### config.mk
export PLATFORM = sky130hd
export DESIGN_NAME = jk_exciter_flat
export DESIGN_NICKNAME = d
export VERILOG_FILES = /design/src/rtl/jk_exciter_if.sv /design/src/rtl/jk_exciter.sv /design/src/flat_wrapper.sv
export SDC_FILE = /design/constraint.sdc
export NUM_CORES = 1
export LEC_CHECK = 0
export ABC_AREA = 1
export ABC_CLOCK_PERIOD_IN_PS = 1400
export BUFFER_PORTS_ARGS = -buffer_cell sky130_fd_sc_hd__buf_2
export CAP_MARGIN = 20
export CORE_MARGIN = 4
export CORE_UTILIZATION = 52
export DETAILED_ROUTE_END_ITERATION = 16
export GPL_TIMING_DRIVEN = 0
export PLACE_DENSITY = 0.75
export SETUP_SLACK_MARGIN = 0.15
export SYNTH_ARGS = -nofsm -noshare
export SYNTH_HDL_FRONTEND = slang
export SYNTH_SLANG_ARGS = --single-unit
export TNS_END_PERCENT = 100
### constraint.sdc
create_clock -name clk -period 1.4 [get_ports clk]
set_input_delay 0.07 -clock clk [delete_from_list [all_inputs] [get_ports clk]]
set_output_delay 0.07 -clock clk [all_outputs]
set_load 0.05 [all_outputs]
### src/rtl/jk_exciter_if.sv
// Request-side bundle for jk_exciter: target handshake and status.
// The requester uses master; the exciter uses slave.
interface jk_exciter_if #(
  parameter int WIDTH = 4
);
  logic             tgt_valid;
  logic             tgt_ready;
  logic [WIDTH-1:0] tgt;
  logic             done;
  logic             err;
  logic             busy;

  modport master (
    output tgt_valid,
    output tgt,
    input  tgt_ready,
    input  done,
    input  err,
    input  busy
  );

  modport slave (
    input  tgt_valid,
    input  tgt,
    output tgt_ready,
    output done,
    output err,
    output busy
  );
endinterface

### src/rtl/jk_exciter.sv
// Drives a bank of JK flip-flops toward a requested state,
// verifying through q feedback and re-driving on failure.
module jk_exciter #(
  parameter int WIDTH      = 4,
  parameter int MAX_RETRY  = 3,
  parameter int USE_TOGGLE = 0
) (
  input  logic               clk,
  input  logic               rst_n,
  jk_exciter_if.slave        req,
  input  logic [WIDTH-1:0]   q_fb,
  output logic [2*WIDTH-1:0] jk
);

  typedef enum logic [1:0] {
    IDLE,
    DRIVE,
    CHECK
  } state_e;

  localparam logic [2:0] RETRY_MAX = 3'(MAX_RETRY);

  state_e             state_q, state_d;
  logic [2*WIDTH-1:0] jk_q, jk_d;
  logic [WIDTH-1:0]   tgt_q, tgt_d;
  logic [2:0]         retry_q, retry_d;
  logic               done_q, done_d;
  logic               err_q, err_d;

  // Per-bit excitation: hold matching bits, set/reset or toggle the rest.
  function automatic logic [2*WIDTH-1:0] excite(
    input logic [WIDTH-1:0] t,
    input logic [WIDTH-1:0] q
  );
    logic [2*WIDTH-1:0] e;
    e = '0;
    for (int i = 0; i < WIDTH; i++) begin
      if (t[i] != q[i]) begin
        if (USE_TOGGLE != 0) e[2*i +: 2] = 2'b11;
        else                 e[2*i +: 2] = {t[i], ~t[i]};
      end
    end
    return e;
  endfunction

  // Next-state: accept in IDLE, one-cycle drive, one-cycle check.
  always_comb begin
    state_d = state_q;
    jk_d    = jk_q;
    tgt_d   = tgt_q;
    retry_d = retry_q;
    done_d  = 1'b0;
    err_d   = err_q;
    unique case (state_q)
      IDLE: begin
        jk_d = '0;
        if (req.tgt_valid) begin
          tgt_d   = req.tgt;
          jk_d    = excite(req.tgt, q_fb);
          retry_d = '0;
          err_d   = 1'b0;
          state_d = DRIVE;
        end
      end
      DRIVE: begin
        jk_d    = '0;
        state_d = CHECK;
      end
      CHECK: begin
        if (q_fb == tgt_q) begin
          done_d  = 1'b1;
          state_d = IDLE;
        end else if (retry_q < RETRY_MAX) begin
          retry_d = retry_q + 3'd1;
          jk_d    = excite(tgt_q, q_fb);
          state_d = DRIVE;
        end else begin
          err_d   = 1'b1;
          state_d = IDLE;
        end
      end
      default: begin
        jk_d    = '0;
        state_d = IDLE;
      end
    endcase
  end

  // State and registered outputs; reset clears jk without a clock.
  always_ff @(posedge clk or negedge rst_n) begin
    if (!rst_n) begin
      state_q <= IDLE;
      jk_q    <= '0;
      tgt_q   <= '0;
      retry_q <= '0;
      done_q  <= 1'b0;
      err_q   <= 1'b0;
    end else begin
      state_q <= state_d;
      jk_q    <= jk_d;
      tgt_q   <= tgt_d;
      retry_q <= retry_d;
      done_q  <= done_d;
      err_q   <= err_d;
    end
  end

  assign jk            = jk_q;
  assign req.done      = done_q;
  assign req.err       = err_q;
  assign req.busy      = (state_q != IDLE);
  assign req.tgt_ready = (state_q == IDLE);

endmodule

### src/flat_wrapper.sv
// flat-port wrapper written by rule: the top's interface ports become plain ports
module jk_exciter_flat 
#(
  parameter int WIDTH      = 4,
  parameter int MAX_RETRY  = 3,
  parameter int USE_TOGGLE = 0
)
  (clk, rst_n, q_fb, jk, req_tgt_valid, req_tgt, req_tgt_ready, req_done, req_err, req_busy);
  jk_exciter_if #(.WIDTH(WIDTH)) req_i ();
  input  logic clk;
  input  logic rst_n;
  input  logic [WIDTH-1:0] q_fb;
  output logic [2*WIDTH-1:0] jk;
  input wire logic [$bits(req_i.tgt_valid)-1:0] req_tgt_valid;
  input wire logic [$bits(req_i.tgt)-1:0] req_tgt;
  output wire logic [$bits(req_i.tgt_ready)-1:0] req_tgt_ready;
  output wire logic [$bits(req_i.done)-1:0] req_done;
  output wire logic [$bits(req_i.err)-1:0] req_err;
  output wire logic [$bits(req_i.busy)-1:0] req_busy;
  assign req_i.tgt_valid = req_tgt_valid;
  assign req_i.tgt = req_tgt;
  assign req_tgt_ready = req_i.tgt_ready;
  assign req_done = req_i.done;
  assign req_err = req_i.err;
  assign req_busy = req_i.busy;
  jk_exciter #(.WIDTH(WIDTH), .MAX_RETRY(MAX_RETRY), .USE_TOGGLE(USE_TOGGLE)) u_core (.clk(clk), .rst_n(rst_n), .req(req_i), .q_fb(q_fb), .jk(jk));
endmodule
==> impl_metrics.ini, run 1 <==
[synth]
synth_compound_area_share_pct = 7.35
synth_cells = 136
ys_ff_latch = 19
yosysWarningCount = 0
syn_area_um2 = 1070
ys_seq_area_share_pct = 44.3
synth_xor_area_share_pct = 0
syn_avg_cell_area_um2 = 7.88
synth_top_family_by_area = simple AND/OR/NAND/NOR gates
syn_nets = 156
synth_simple_gate_area_share_pct = 28.1
yosysUniqueCellTypes = 19
synthAdderAreaFrac_pct = 10.5
muxShareOfSynthArea_pct = 0

[die]
core_area_um2 = 1960
dieArea_um2 = 2850
fp-row-count = 16
die_x_um = 53.4
die_y_um = 53.4
start_util_pct = 54.7
ios = 23

[global_routing]
grt_usage_pct = 18.5
grt_pass1_vias = 946
overflow = 0
grt_pass1_wl_um = 3880
grt_max_degree = 20
grt_antenna_before_repair = 0

[timing]
final.period_utilization_pct = 100
slew_violations = 0
setup_tns_ns = -0.00157
slew_headroom_pct = 71.1
timing.final.hold_violations = 0
rsz0062_at_grt = yes
setup-violations-final = 1
fin_hold_ws_ns = 0.0400
max_freq_ghz = 0.713
fin_ws_ns = -0.00157
min_period_ns = 1.40
worst_slew_pin_slew_ns = 0.433
finalClockSkew_ns = 0.00971

[worst_setup_path]
critPathLaunch = u_core.tgt_q[1]
r2r_cells = 8
cp.required_ns = 1.64
worst_setup_path_end_kind = flip-flop
regToRegStartpoint = u_core.tgt_q[1]
startpoint_type = flip-flop
crit_arrival_ns = 1.64
r2r-end = u_core.jk[0]
crit_type = flip-flop to flip-flop
path_max_fanout = 5
setup.worst_path.end = u_core.jk[0]
r2r_slack_ns = -0.002

[routing]
routed_via_density = 4.92
wirelength_um = 2450
vias = 974
drt-pass1-iter-count = 4
drt_first_iter_violations = 11
drc = 0
wl_per_cell_um = 12.4
final_antenna_net_count = 0

[status]
violations = negative setup slack
status = finished, violations left

[cells_and_area]
syn_to_final_growth_pct = 32.4
utilization_pct = 72.4
multi_input_area_um2 = 583
layout_commonest_cell = nand2_1
drive_gt1_share_pct = 33.9
final_cell_mix = 43 x nand2_1, 20 x buf_2, 18 x inv_1, 18 x dfrtp_1
regArea_um2 = 477
num-fill-cells = 163
layout.nets = 192
n_antenna_cell = 0

[clock_network]
clk_pin_slew_worst_paths_ns = 0.11
tritoncts = built
clk_latency_ns = 0.29
ctsLongestPathBuffers = 2
cts_root_buf = clkbuf_4
numCtsBuffers = 3
cts_num_sinks = 19
cts-htree-levels = 1

[power_and_ir_drop]
clkPwrFrac_pct = 10.0
comb_power_share_pct = 57.4
p_int_mw = 1.39
powerDensity_nw_per_um2 = 1920
leakagePower_nw = 0.813
switching_share_pct = 49.2
pwr-share-seq_pct = 32.5
p_sw_mw = 1.34
peakVddDrop_mv = 1.08

[placement]
gp_routability_congestion = 0.773
portBuffers = 22
hpwl_um = 1580

[run]
drv_cap = 0

[worst_hold_path]
hp-class = input pin to flip-flop
[kinds of logic after synthesis]
logic type,count (synthesis)
buffers and inverters,23
AO/OA/AOI/OAI,15
AND/OR/NAND/NOR,70
flip-flops,19
adder cells (fa/ha/maj),9
[through the flow]
stage	setup slack, ns	power [mW]	cell area [µm²]	std cells
2_1_floorplan	-0.0962	1.83	1080	136
3_3_place_gp	0.00318	2.09	1220	185
3_5_place_dp	-0.0348	2.12	1220	185
4_1_cts	0.0321	2.62	1360	196
5_1_grt	-0.0518	2.90	1420	198
6_report	-0.00157	2.73	1420	198
[how the worst min path moves through the flow]
stage,start,endpoint,slack (ns),depth (start not counted)
after floorplan,rst_n,u_core.jk[0],-0.23,0
after global placement,rst_n,u_core.retry_q[1],0.03,1
after detailed placement,rst_n,u_core.retry_q[0],0.03,1
after CTS,req_tgt[1],u_core.tgt_q[1],0.04,3
after global routing,req_tgt[0],u_core.tgt_q[0],0.05,3
final,req_tgt[2],u_core.tgt_q[2],0.04,3
[power groups by stage]
stage | combinational, mW | clock [mW] | sequential [mW]
after floorplan | 0.694 | 0 | 1.13
after global placement | 1.21 | 0 | 0.879
after detailed placement | 1.24 | 0 | 0.885
after CTS | 1.46 | 0.281 | 0.882
after global routing | 1.69 | 0.296 | 0.911
final | 1.57 | 0.273 | 0.888
[sequential cells by signal, summed over array words and instances, names as in the netlist]
register and count:
u_core.jk 8, u_core.req.done 1, u_core.req.err 1, u_core.retry_q 3, u_core.state_q 2, u_core.tgt_q 4
[final cells by class]
cell class	instances	area share, %
buffer	2	1.59
inverter	21	6.26
multi-input combinational	95	41.1
clock buffer	4	1.85
tap	27	2.38
timing repair buffer	30	13.3
sequential	19	33.6
[critical path, cell delays in order (launching register included)]
cell and delay, ns:
dfrtp_1 0.41, ha_1 0.31, nand2_2 0.07, nor2_4 0.15
nand2_4 0.10, nand2_8 0.10, buf_4 0.11, nand2_1 0.04
nand2_1 0.06
[synth_stat cells]
| master | n | share of area, % |
|---|---|---|
| a21oi_1 | 1 | 0.47 |
| buf_6 | 2 | 2.1 |
| dfrtp_1 | 19 | 44 |
| ha_1 | 9 | 11 |
| inv_1 | 19 | 6.7 |
| inv_2 | 1 | 0.35 |
| inv_4 | 1 | 0.58 |
| nand2_1 | 51 | 18 |
| nand2_2 | 3 | 1.8 |
| nand2_4 | 1 | 1.1 |
| nand3_1 | 6 | 2.8 |
| nand3b_1 | 1 | 0.70 |
| nand4_1 | 1 | 0.58 |
| nor2_1 | 5 | 1.8 |
| nor2_2 | 1 | 0.58 |
| nor2_4 | 1 | 1.1 |
| o21ai_0 | 9 | 4.2 |
| o21ai_1 | 4 | 1.9 |
| o21ai_2 | 1 | 0.82 |
[routing by layer]
metal,vias up,global-route usage [%],wire length (µm)
li1,494,-,-
met1,452,23.6,1140
met2,26,30.6,1180
met3,2,3.38,117
met4,0,6.81,13
met5,-,0,0
[timing repair]
action                                 CTS  global route
hold buffers                             1             0
setup endpoints to repair               14            16
buffers inserted                         5             2
cloned                                   1             0
endpoints found under the hold margin   19             0
resized for setup                       12            15
pin swaps                                3             7
No activity file was read; power rests on OpenSTA's default activity.
==> run 2, diff against run 1 <==
- ABC_CLOCK_PERIOD_IN_PS: 1400 -> 1750
- TNS_END_PERCENT: 100 -> not set
- clock period: 1.4 -> 1.75 ns (I/O delays scaled with it)
==> impl_metrics.ini, run 2 (synthesis gave the netlist of run 1 again) <==
[status]
status = finished, final reports clean

[global_routing]
grt_pass1_vias = 865
grt_antenna_before_repair = 0
grt_usage_pct = 17.4
grt_pass1_wl_um = 3580
overflow = 0
grt_max_degree = 20

[die]
core_area_um2 = 1960
start_util_pct = 54.7
die_y_um = 53.4
ios = 23
dieArea_um2 = 2850
fp-row-count = 16
die_x_um = 53.4

[placement]
portBuffers = 22
dpl_worst_slack_ns = 0.262
hpwl_um = 1650
gp_routability_congestion = 0.815

[worst_setup_path]
startpoint_type = flip-flop
worst_setup_path_end_kind = flip-flop
crit_type = flip-flop to flip-flop
critPathLaunch = u_core.tgt_q[0]
cp.required_ns = 1.94
crit_slowest_cell = dfrtp_1
r2r-end = u_core.jk[5]
path_max_fanout = 9
crit_arrival_ns = 1.65
path_cells = ha_1 > nand2_1 > nor2_2 > nand2_2 > nand2_4 > inv_4 > nand2_1 > nand2_1
r2r_slack_ns = 0.29
cp_slowest_stage_delay_ns = 0.42
r2r_cells = 8
cpMostUsedCell = nand2_1
regToRegStartpoint = u_core.tgt_q[0]

[worst_hold_path]
holdPathStages = 3
hp-class = input pin to flip-flop
min-delay-start = req_tgt[3]
hold_end = u_core.tgt_q[3]

[routing]
drc = 0
wirelength_um = 2120
drt-pass1-iter-count = 6
vias = 917
drt_first_iter_violations = 20
final_antenna_net_count = 0
routed_via_density = 4.83
wl_per_cell_um = 11.2

[clock_network]
cts_num_sinks = 19
cts_root_buf = clkbuf_4
clk_latency_ns = 0.29
ctsLongestPathBuffers = 2
clk_pin_slew_worst_paths_ns = 0.11
numCtsBuffers = 3
cts_setup_buffers = 0
tritoncts = built
cts-htree-levels = 1

[power_and_ir_drop]
powerDensity_nw_per_um2 = 1520
p_total_mw = 1.92
p_int_mw = 0.948
pwr-share-seq_pct = 36.9
leakagePower_nw = 0.743
comb_power_share_pct = 51.3
peakVddDrop_mv = 0.865
clkPwrFrac_pct = 11.8
p_sw_mw = 0.972
switching_share_pct = 50.6

[timing]
final.period_utilization_pct = 83.2
slew_violations = 0
worst_slew_pin_slew_ns = 0.410
setup_tns_ns = 0
rsz0062_at_grt = no
timing.final.hold_violations = 0
finalClockSkew_ns = 0.00278
max_freq_ghz = 0.687
min_period_ns = 1.46
slew_headroom_pct = 72.7
fin_ws_ns = 0.294
setup-violations-final = 0

[cells_and_area]
regArea_um2 = 475
layout_commonest_cell = nand2_1
layout.nets = 184
largest_reg_flops = 8
n_antenna_cell = 0
drive_gt1_share_pct = 22.7
syn_to_final_growth_pct = 17.5
final_cell_mix = 51 x nand2_1, 22 x buf_2, 19 x inv_1, 19 x dfrtp_1
num-fill-cells = 190
multi_input_area_um2 = 500

[run]
drv_cap = 0
==> run 2: changes by cell type in the layout (fill, tap and decap cells not counted), moves of 2 or more <==
cell	change
nand2_4	-2
ha_4	-2
buf_2	+2
ha_1	+2
buf_4	-6
nand2_1	+8
buf_6	-3
nand2_2	-6
==> run 2: per-layer routing <==
metal / part of all wire (%) / GRT usage, % / wire length [µm] / vias to the layer above
met5: 0 / 0 / 0 / -
met1: 47 / 21.6 / 997 / 424
li1: - / - / - / 471
met2: 48 / 30.2 / 1020 / 20
met4: 0.57 / 5.11 / 12 / 0
met3: 4.2 / 3.38 / 89 / 2
==> run 2: through the flow <==
step	cell area (µm²)	instances	hold WS [ns]	util (%)
floorplan	1080	136	-0.208	-
global placement	1220	185	0.0436	62.2
detailed placement	1220	185	0.0499	62.2
CTS	1260	190	0.0524	64.1
global route	1260	190	0.0588	64.2
finish	1260	190	0.0596	64.2
==> run 2: critical path, delay by kind of cell, from the launching register on <==
| family | cells | cell delay, ns |
|---|---|---|
| and+or+nand+nor | 6 | 0.59 |
| DFF | 1 | 0.42 |
| buffers and inverters | 1 | 0.06 |
| adders and majority gates | 1 | 0.29 |
==> run 2: final cells by class <==
cell class	count	share of cell area [%]
buffer	2	1.79
clock buffer	4	2.09
inverter	21	6.45
multi-input combinational	94	39.7
sequential	19	37.7
tap	27	2.68
timing repair buffer	23	9.53
==> run 2: timing repair <==
action | 4_1_cts | 5_1_grt
hold endpoints to repair | 19 | 0
gates resized for setup | 0 | 1
endpoints found under the setup margin | 0 | 8
hold buffers | 1 | 0
==> run 2: how the worst max path moves through the flow <==
stage	end	slack, ns
after floorplan	u_core.retry_q[2]	0.25
after global placement	u_core.jk[7]	0.29
after detailed placement	u_core.jk[5]	0.26
after CTS	u_core.jk[5]	0.23
after global routing	u_core.jk[5]	0.18
final	u_core.jk[5]	0.29
==> run 2: power groups by stage <==
stage	clock network (mW)	logic (mW)	registers, mW
final	0.227	0.984	0.709
after global routing	0.250	1.08	0.729
after CTS	0.231	0.987	0.707
after detailed placement	0	0.981	0.715
after global placement	0	0.957	0.705
after floorplan	0	0.550	0.908
==> run 3, diff against run 2 <==
- ABC_CLOCK_PERIOD_IN_PS: 1750 -> 1500
- clock period: 1.75 -> 1.5 ns (I/O delays scaled with it)
==> impl_metrics.ini, run 3 (synthesis gave the netlist of run 1 again) <==
[clock_network]
cts_num_sinks = 19
cts_root_buf = clkbuf_4
clk_latency_ns = 0.29
cts-htree-levels = 1
numCtsBuffers = 3
tritoncts = built
clk_pin_slew_worst_paths_ns = 0.11
ctsLongestPathBuffers = 2

[timing]
setup-violations-final = 0
min_period_ns = 1.40
slew_violations = 0
final.period_utilization_pct = 93.1
timing.final.hold_violations = 0
finalClockSkew_ns = 0.00492
fin_hold_ws_ns = 0.0414
slew_headroom_pct = 72.3
max_freq_ghz = 0.716
setup_tns_ns = 0
worst_slew_pin_slew_ns = 0.416
rsz0062_at_grt = yes

[worst_setup_path]
path_max_fanout = 8
r2r-end = u_core.jk[1]
path_cells = ha_4 > nand2_4 > nor2_4 > nand2_4 > nand2_4 > inv_6 > nand2_1 > nand2_1
crit_slowest_cell = dfrtp_1
cpLargestDelayFamily = simple AND/OR/NAND/NOR gates
critPathLaunch = u_core.tgt_q[1]
cp.required_ns = 1.69
cp.depth = 8
regToRegStartpoint = u_core.tgt_q[1]
startpoint_type = flip-flop
crit_arrival_ns = 1.59
crit_buf_inv = 1
setup.worst_path.end = u_core.jk[1]
cp_slowest_stage_delay_ns = 0.44
worst_setup_path_end_kind = flip-flop
r2r_slack_ns = 0.10
cpMostUsedCell = nand2_4
crit_type = flip-flop to flip-flop
r2r_cells = 8

[routing]
vias = 959
drt_first_iter_violations = 20
met3WireLength_um = 106
dr_wl_met2_um = 1130
drt-pass1-iter-count = 4
final_antenna_net_count = 0
wl_per_cell_um = 11.9
drc = 0
wirelength_um = 2330
top_layer_used = met4
wirelength_met1_um = 1060
routed_via_density = 4.92

[power_and_ir_drop]
powerDensity_nw_per_um2 = 1800
p_sw_mw = 1.22
pwr-share-seq_pct = 34.0
switching_share_pct = 49.6
comb_power_share_pct = 55.4
p_total_mw = 2.46
clkPwrFrac_pct = 10.6
leakagePower_nw = 0.796
peakVddDrop_mv = 1.00
p_int_mw = 1.24

[cells_and_area]
num-fill-cells = 173
multi_input_area_um2 = 569
final_cell_mix = 47 x nand2_1, 21 x buf_2, 19 x inv_1
layout_commonest_cell = nand2_1
regArea_um2 = 478
n_antenna_cell = 0
drive_gt1_share_pct = 31.0
largest_reg_flops = 8
syn_to_final_growth_pct = 27.8
layout.nets = 189

[die]
fp-row-count = 16
dieArea_um2 = 2850
start_util_pct = 54.7
core_area_um2 = 1960
ios = 23
die_y_um = 53.4
die_x_um = 53.4

[placement]
portBuffers = 22
gp_routability_congestion = 0.813
hpwl_um = 1630

[worst_hold_path]
hp-class = input pin to flip-flop

[global_routing]
grt_antenna_before_repair = 0
grt_usage_pct = 18.4
grt_max_degree = 20
grt_pass1_wl_um = 3870
overflow = 0
grt_pass1_vias = 934

[run]
drv_cap = 0

[status]
status = finished, final reports clean
[run 3: cell types whose count changed in the layout (fill, tap and decap cells not counted), moves of 2 or more]
cell     previous run  this run
nand2_1            51        47
buf_4               0         3
nand2_2             3         6
dfrtp_1            19        17
dfrtp_2             0         2
ha_1                9         7
ha_4                0         2
nand2_4             1         3
nor2_4              2         4
[run 3: through the flow]
stage                     utilization (%)  worst slack, ns  instances  area [µm²]
after CTS                            66.2           0.0869        194        1300
after floorplan                         -          0.00380        136        1080
after detailed placement             62.2           0.0277        185        1220
final                                69.8            0.103        195        1370
after global placement               62.2           0.0413        185        1220
after global routing                 69.8           0.0346        195        1370
[run 3: repair_timing]
| action | in CTS | in global routing |
|---|---|---|
| buffers inserted | 3 | 1 |
| hold endpoints to repair | 19 | 0 |
| pin swaps | 4 | 6 |
| hold buffers | 1 | 0 |
| gates cloned | 1 | 0 |
| endpoints found under the setup margin | 12 | 13 |
| gates resized for setup | 5 | 13 |
[run 3: per-layer routing]
| metal | global-route usage, % | up-vias |
|---|---|---|
| met5 | 0 | - |
| met2 | 31.4 | 28 |
| met4 | 6.38 | 0 |
| li1 | - | 486 |
| met1 | 23.3 | 439 |
| met3 | 2.54 | 6 |
[run 3: worst min-delay path by stage]
stage	startpoint	endpoint	cells after the start
3_5_place_dp	rst_n	u_core.jk[6]	1
5_1_grt	req_tgt[1]	u_core.tgt_q[1]	3
6_report	req_tgt[1]	u_core.tgt_q[1]	3
3_3_place_gp	rst_n	u_core.jk[6]	1
4_1_cts	req_tgt[0]	u_core.tgt_q[0]	3
2_1_floorplan	rst_n	u_core.jk[0]	0
[run 3: layout make-up]
type                       count  share of cell area [%]
multi-input combinational     95                    41.6
sequential                    19                    34.9
buffer                         2                    1.64
clock buffer                   4                    1.92
tap                           27                    2.47
timing repair buffer          27                    11.4
inverter                      21                    6.12
[run 3: power groups by stage]
stage	sequential [mW]	combinational, mW	clock (mW)
final	0.837	1.36	0.261
after global routing	0.860	1.50	0.282
after CTS	0.818	1.22	0.268
after detailed placement	0.832	1.14	0
after global placement	0.822	1.12	0
after floorplan	1.06	0.642	0
[run 3: tightest hold or removal path: stages]
cell     delay [ns]
buf_2          0.10
inv_1          0.06
o21ai_1        0.07
